===== src/rtl/neuron_pulse_responder.sv =====
// -----------------------------------------------------------------------------
// neuron_pulse_responder
//
// Purpose:
//   This is the responder end of the neuron_trigger / neuron_idle handshake.
//   A one-cycle neuron_trigger starts one neuron operation, which runs through
//   three phases: SAMPLE, then INTEG, then LATCH. Each phase lasts a
//   programmable number of clk cycles. A length of 0 is treated as 1.
//   neuron_idle reports back to the initiator when the operation is complete.
//
// Optional feature:
//   NEURON_OPCNT_EN - when defined, the block builds an OPS_W-bit counter of
//                     completed operations and exposes it on op_count. When
//                     undefined, neither the port nor the counter exists.
//
// Ports:
//   clk            in   1      system clock
//   rst_n          in   1      asynchronous active-low reset
//   neuron_trigger in   1      start pulse, sampled on posedge clk
//   t_sample       in   CNT_W  SAMPLE phase length in cycles (0 -> 1)
//   t_integ        in   CNT_W  INTEG phase length in cycles (0 -> 1)
//   t_latch        in   CNT_W  LATCH phase length in cycles (0 -> 1)
//   overrun_clr    in   1      clears the sticky overrun flag
//   neuron_idle    out  1      1 = no operation in progress
//   sample_en      out  1      high during SAMPLE
//   integ_en       out  1      high during INTEG
//   latch_en       out  1      high during LATCH
//   overrun        out  1      sticky: trigger seen while busy
//   op_count       out  OPS_W  completed operations (NEURON_OPCNT_EN only)
// -----------------------------------------------------------------------------
module neuron_pulse_responder #(
    parameter int CNT_W = 16
`ifdef NEURON_OPCNT_EN
    ,
    parameter int OPS_W = 32
`endif
) (
    input  logic             clk,
    input  logic             rst_n,
    input  logic             neuron_trigger,
    input  logic [CNT_W-1:0] t_sample,
    input  logic [CNT_W-1:0] t_integ,
    input  logic [CNT_W-1:0] t_latch,
    input  logic             overrun_clr,
    output logic             neuron_idle,
    output logic             sample_en,
    output logic             integ_en,
    output logic             latch_en,
    output logic             overrun
`ifdef NEURON_OPCNT_EN
    ,
    output logic [OPS_W-1:0] op_count
`endif
);

    typedef enum logic [1:0] {
        S_IDLE   = 2'd0,
        S_SAMPLE = 2'd1,
        S_INTEG  = 2'd2,
        S_LATCH  = 2'd3
    } state_t;

    localparam logic [CNT_W-1:0] CNT_ONE = {{(CNT_W-1){1'b0}}, 1'b1};

    state_t           state_reg, state_next;
    logic [CNT_W-1:0] cnt_reg, cnt_next;
    logic             overrun_reg, overrun_next;
    logic             neuron_idle_reg;
    logic             sample_en_reg;
    logic             integ_en_reg;
    logic             latch_en_reg;

    // Phase-length inputs in phase order (0 = SAMPLE, 1 = INTEG, 2 = LATCH).
    logic [CNT_W-1:0] t_len    [3];
    logic [CNT_W-1:0] load_val [3];

    assign t_len[0] = t_sample;
    assign t_len[1] = t_integ;
    assign t_len[2] = t_latch;

    // The counter counts down to 0 inclusive, so a phase of length L loads
    // L-1. A length of 0 maps to a load of 0, which gives one cycle. The
    // full-scale value loads 2^CNT_W-2, so the counter never wraps.
    genvar gi;
    generate
        for (gi = 0; gi < 3; gi++) begin : g_load
            assign load_val[gi] = (t_len[gi] == '0) ? '0 : (t_len[gi] - CNT_ONE);
        end
    endgenerate

    // Next-state and counter logic. A phase length is taken only on the
    // transition into that phase, so later changes to t_* do not affect a
    // phase that is already running.
    always_comb begin
        state_next = state_reg;
        cnt_next   = cnt_reg;
        case (state_reg)
            S_IDLE: begin
                if (neuron_trigger) begin
                    state_next = S_SAMPLE;
                    cnt_next   = load_val[0];
                end
            end
            S_SAMPLE: begin
                if (cnt_reg == '0) begin
                    state_next = S_INTEG;
                    cnt_next   = load_val[1];
                end else begin
                    cnt_next = cnt_reg - CNT_ONE;
                end
            end
            S_INTEG: begin
                if (cnt_reg == '0) begin
                    state_next = S_LATCH;
                    cnt_next   = load_val[2];
                end else begin
                    cnt_next = cnt_reg - CNT_ONE;
                end
            end
            S_LATCH: begin
                if (cnt_reg == '0) begin
                    state_next = S_IDLE;
                    cnt_next   = '0;
                end else begin
                    cnt_next = cnt_reg - CNT_ONE;
                end
            end
            default: begin
                state_next = S_IDLE;
                cnt_next   = '0;
            end
        endcase
    end

    // A trigger that arrives while busy takes priority over a clear in the
    // same cycle, so that event is never lost.
    always_comb begin
        overrun_next = overrun_reg;
        if (neuron_trigger && (state_reg != S_IDLE)) begin
            overrun_next = 1'b1;
        end else if (overrun_clr) begin
            overrun_next = 1'b0;
        end
    end

    // The outputs are decoded from state_next and then registered. This
    // makes the enables change on the same edge as the state register, so a
    // trigger in cycle N produces sample_en=1 and neuron_idle=0 in cycle N+1.
    always_ff @(posedge clk or negedge rst_n) begin
        if (!rst_n) begin
            state_reg       <= S_IDLE;
            cnt_reg         <= '0;
            overrun_reg     <= 1'b0;
            neuron_idle_reg <= 1'b1;
            sample_en_reg   <= 1'b0;
            integ_en_reg    <= 1'b0;
            latch_en_reg    <= 1'b0;
        end else begin
            state_reg       <= state_next;
            cnt_reg         <= cnt_next;
            overrun_reg     <= overrun_next;
            neuron_idle_reg <= (state_next == S_IDLE);
            sample_en_reg   <= (state_next == S_SAMPLE);
            integ_en_reg    <= (state_next == S_INTEG);
            latch_en_reg    <= (state_next == S_LATCH);
        end
    end

    assign neuron_idle = neuron_idle_reg;
    assign sample_en   = sample_en_reg;
    assign integ_en    = integ_en_reg;
    assign latch_en    = latch_en_reg;
    assign overrun     = overrun_reg;

`ifdef NEURON_OPCNT_EN
    // An operation counts as complete on the LATCH -> IDLE transition.
    // The counter wraps naturally at 2^OPS_W.
    logic             op_done;
    logic [OPS_W-1:0] op_count_reg;

    assign op_done = (state_reg == S_LATCH) && (cnt_reg == '0);

    always_ff @(posedge clk or negedge rst_n) begin
        if (!rst_n) begin
            op_count_reg <= '0;
        end else if (op_done) begin
            op_count_reg <= op_count_reg + {{(OPS_W-1){1'b0}}, 1'b1};
        end
    end

    assign op_count = op_count_reg;
`endif

endmodule


===== config.mk =====
export PLATFORM = sky130hd
export DESIGN_NAME = neuron_pulse_responder
export DESIGN_NICKNAME = d
export VERILOG_FILES = /design/src/rtl/neuron_pulse_responder.sv
export SDC_FILE = /design/constraint.sdc
export NUM_CORES = 1
export LEC_CHECK = 0
export ABC_AREA = 1
export BUFFER_PORTS_ARGS = -buffer_cell sky130_fd_sc_hd__clkbuf_2
export CAP_MARGIN = 40
export CELL_PAD_IN_SITES_DETAIL_PLACEMENT = 0
export CELL_PAD_IN_SITES_GLOBAL_PLACEMENT = 2
export CORE_MARGIN = 3
export CORE_UTILIZATION = 29
export DETAILED_ROUTE_END_ITERATION = 6
export PLACE_DENSITY_LB_ADDON = 0.12
export SYNTH_ARGS = -nofsm -noshare
export SYNTH_HDL_FRONTEND = slang
export SYNTH_SLANG_ARGS = --single-unit

===== constraint.sdc =====
create_clock -name clk -period 1.9 [get_ports clk]
set_input_delay 0.095 -clock clk [delete_from_list [all_inputs] [get_ports clk]]
set_output_delay 0.095 -clock clk [all_outputs]
set_load 0.02 [all_outputs]

==> impl_metrics.toml <==
[synth]
synth_area_leaders = "nand2_1 (18%), dfrtp_1 (18%), nand3_1 (11%)"
dominantRegCellSynth = "dfrtp_1"
yosysTopAreaCell = "nand2_1"
synthTopCellsByCount = "nand2_1 (149), nor2_1 (84), inv_1 (75)"
synth_edf_count = 0
yosysSeqAreaShare_pct = 18.6
syn_area_um2 = 3110
synth_seq_cells = 23
syn_nets = 594
yosys_warnings = 0
avgSynthCellArea_um2 = 5.81
yosysMostFrequentCell = "nand2_1"
async_flop_share_pct = 100
ys_types = 38
synth_top_area_share_pct = 18.0
syn_inst = 535

[routing]
drc = 0
routed_wl_um = 10300
drtIter0Drc = 217
drt-pass1-iter-count = 4
vias = 3428
drtAntennaViolNets = 0
viasPerCell = 4.67
wl_per_cell_um = 14.0

[die]
die_h_um = 110
die_area_um2 = 12000
core_um2 = 10400
rows = 37
die_x_um = 110
ioPinCount = 57
start_util_pct = 30.0

[power_and_ir_drop]
pwr-share-comb_pct = 47.8
intPower_mw = 1.18
total_power_mw = 2.22
power_frac_clock_pct = 14.9
power_frac_seq_pct = 37.3
p_sw_share_pct = 47.1
ir_worst_vdd_v = 0.000382
switchingPower_mw = 1.05
p_per_area_nw_per_um2 = 610
p_leak_nw = 1.86

[status]
outcome = "completed"

[timing]
maxSlewHeadroom_pct = 57.2
finalHoldViolations = 0
tns_ns = 0
fin_ws_ns = 0.138
setup_viol = 0
whs_ns = 0.0990
rsz0062_at_grt = "false"
worstMarginPinSlew_ns = 0.642
fin_skew_ns = 0.00428
period_needed_ns = 1.76
max_freq_mhz = 568
slew_viol_final = 0
fin_crit_sh_pct = 92.7

[final_layout]
finalNonFillerCells = 734
antenna_cells = 0
drive_gt1_share_pct = 19.7
multi_input_area_um2 = 2160
nets = 658
largest_reg_flops = 16
synthToLayoutAreaGrowth_pct = 17.1
seqCellArea_um2 = 577
fillers = 1219

[run]
cap_violations = 0

[setup_path]
arrival_ns = 1.96
end_kind = "register"
crit_fanout = 15
criticalPathCategory = "reg2reg"
required_ns = 2.10
critPathLaunchType = "register"

[grt]
grt_pass1_wl_um = 16800
first_global_vias = 3346
grt_overflow = 0
grt_max_degree = 24
track_usage_pct = 18.0
antenna_found_initial = 0

[clocking]
cts_sinks = 23
cts_buffers = 3
cts_tree = "done"
root_buffer = "clkbuf_8"
clk_latency_ns = 0.27
htreeDepth = 1
path_clk_slew_ns = 0.09
clockBufferDepth = 2

[place]
pre_cts_ws_ns = 0.0723
portBuffers = 56
place_inst = 728
gp_congestion = 0.931
hpwl_um = 8800

[min_path]
min_path_type = "in2reg"
stage by stage:
| stage | utilization, % | area (um^2) |
|---|---|---|
| after global routing | 35.1 | 3640 |
| final | 35.1 | 3640 |
| after CTS | 34.9 | 3620 |
| after global placement | 34.4 | 3560 |
| after floorplan | - | 3110 |
| after detailed placement | 34.4 | 3560 |
power groups by stage:
stage / clock [mW] / sequential (mW) / combinational [mW]
floorplan: 0 / 0.784 / 0.753
global placement: 0 / 0.839 / 1.06
detailed placement: 0 / 0.837 / 1.04
CTS: 0.339 / 0.829 / 1.05
global route: 0.358 / 0.860 / 1.22
finish: 0.330 / 0.829 / 1.06
what timing repair did:
| action | in CTS | in global routing |
|---|---|---|
| buffers inserted | 0 | 0 |
| setup endpoints to repair | 0 | 8 |
| hold buffers | 1 | 1 |
| hold endpoints to repair | 22 | 1 |
| gates resized for setup | 0 | 2 |
cell families (layout without fill, tap and decap cells):
logic type | count (synthesis) | in the layout | synth area share (%)
buf+inv | 88 | 151 | 12.2
fa+ha+maj | 7 | 7 | 2.82
compound gates | 39 | 39 | 8.09
xor+xnor | 22 | 22 | 6.20
simple gates | 356 | 356 | 52.1
flops | 23 | 23 | 18.6
layout make-up:
type,instances,share of cell area (%)
multi-input combinational,424,59.4
sequential,23,15.8
timing repair buffer,66,10.2
inverter,81,8.53
tap,136,4.68
clock buffer,3,1.13
clock inverter,1,0.138
worst paths after layout:
| path | startpoint | to | slack [ns] | cells past startpoint |
|---|---|---|---|---|
| max | cnt_reg[0]$_DFFE_PN0P_ | sample_en$_DFF_PN0_ | 0.14 | 8 |
| min | neuron_trigger | overrun$_DFFE_PN0P_ | 0.1 | 3 |
| max reg2reg | cnt_reg[0]$_DFFE_PN0P_ | sample_en$_DFF_PN0_ | 0.14 | 8 |
| min reg2reg | overrun$_DFFE_PN0P_ | overrun$_DFFE_PN0P_ | 0.53 | 2 |
| max in group asynchronous | rst_n | cnt_reg[10]$_DFFE_PN0P_ | 1.12 | 2 |
| min in group asynchronous | rst_n | cnt_reg[9]$_DFFE_PN0P_ | 0.37 | 2 |
layout by cell type, fill, tap and decap left out, drive strengths merged:
| cell | count |
|---|---|
| dfstp | 1 |
| nor2 | 105 |
| dfrtp | 22 |
| clkbuf | 59 |
| nand2 | 155 |
| inv | 79 |
| clkinv | 3 |
| nand3 | 75 |
| a21oi | 18 |
| and2 | 1 |
| nand4 | 12 |
| xnor2 | 5 |
| or2 | 2 |
| ha | 7 |
| buf | 8 |
| a21o | 1 |
| nor3 | 6 |
| o21ai | 15 |
| a31oi | 1 |
| xor2 | 17 |
| dlygate4sd3 | 2 |
| a22oi | 3 |
| o22ai | 1 |
metal layers:
| layer | routed length (um) | part of all wire [%] | track usage, % |
|---|---|---|---|
| met4 | 61 | 0.59 | 1.87 |
| met1 | 5170 | 50 | 26.1 |
| met3 | 373 | 3.6 | 2.11 |
| met2 | 4670 | 45 | 29.5 |
| met5 | 0 | 0 | 0 |
critical path: stages (launching register included):
cell and delay, ns:
dfrtp_1 0.43, inv_1 0.11, ha_1 0.20, inv_1 0.10
nor3_2 0.23, nand2_4 0.19, nand3_1 0.16, nand3_2 0.13
nor2_1 0.15
(Power assumes the default switching activity.)
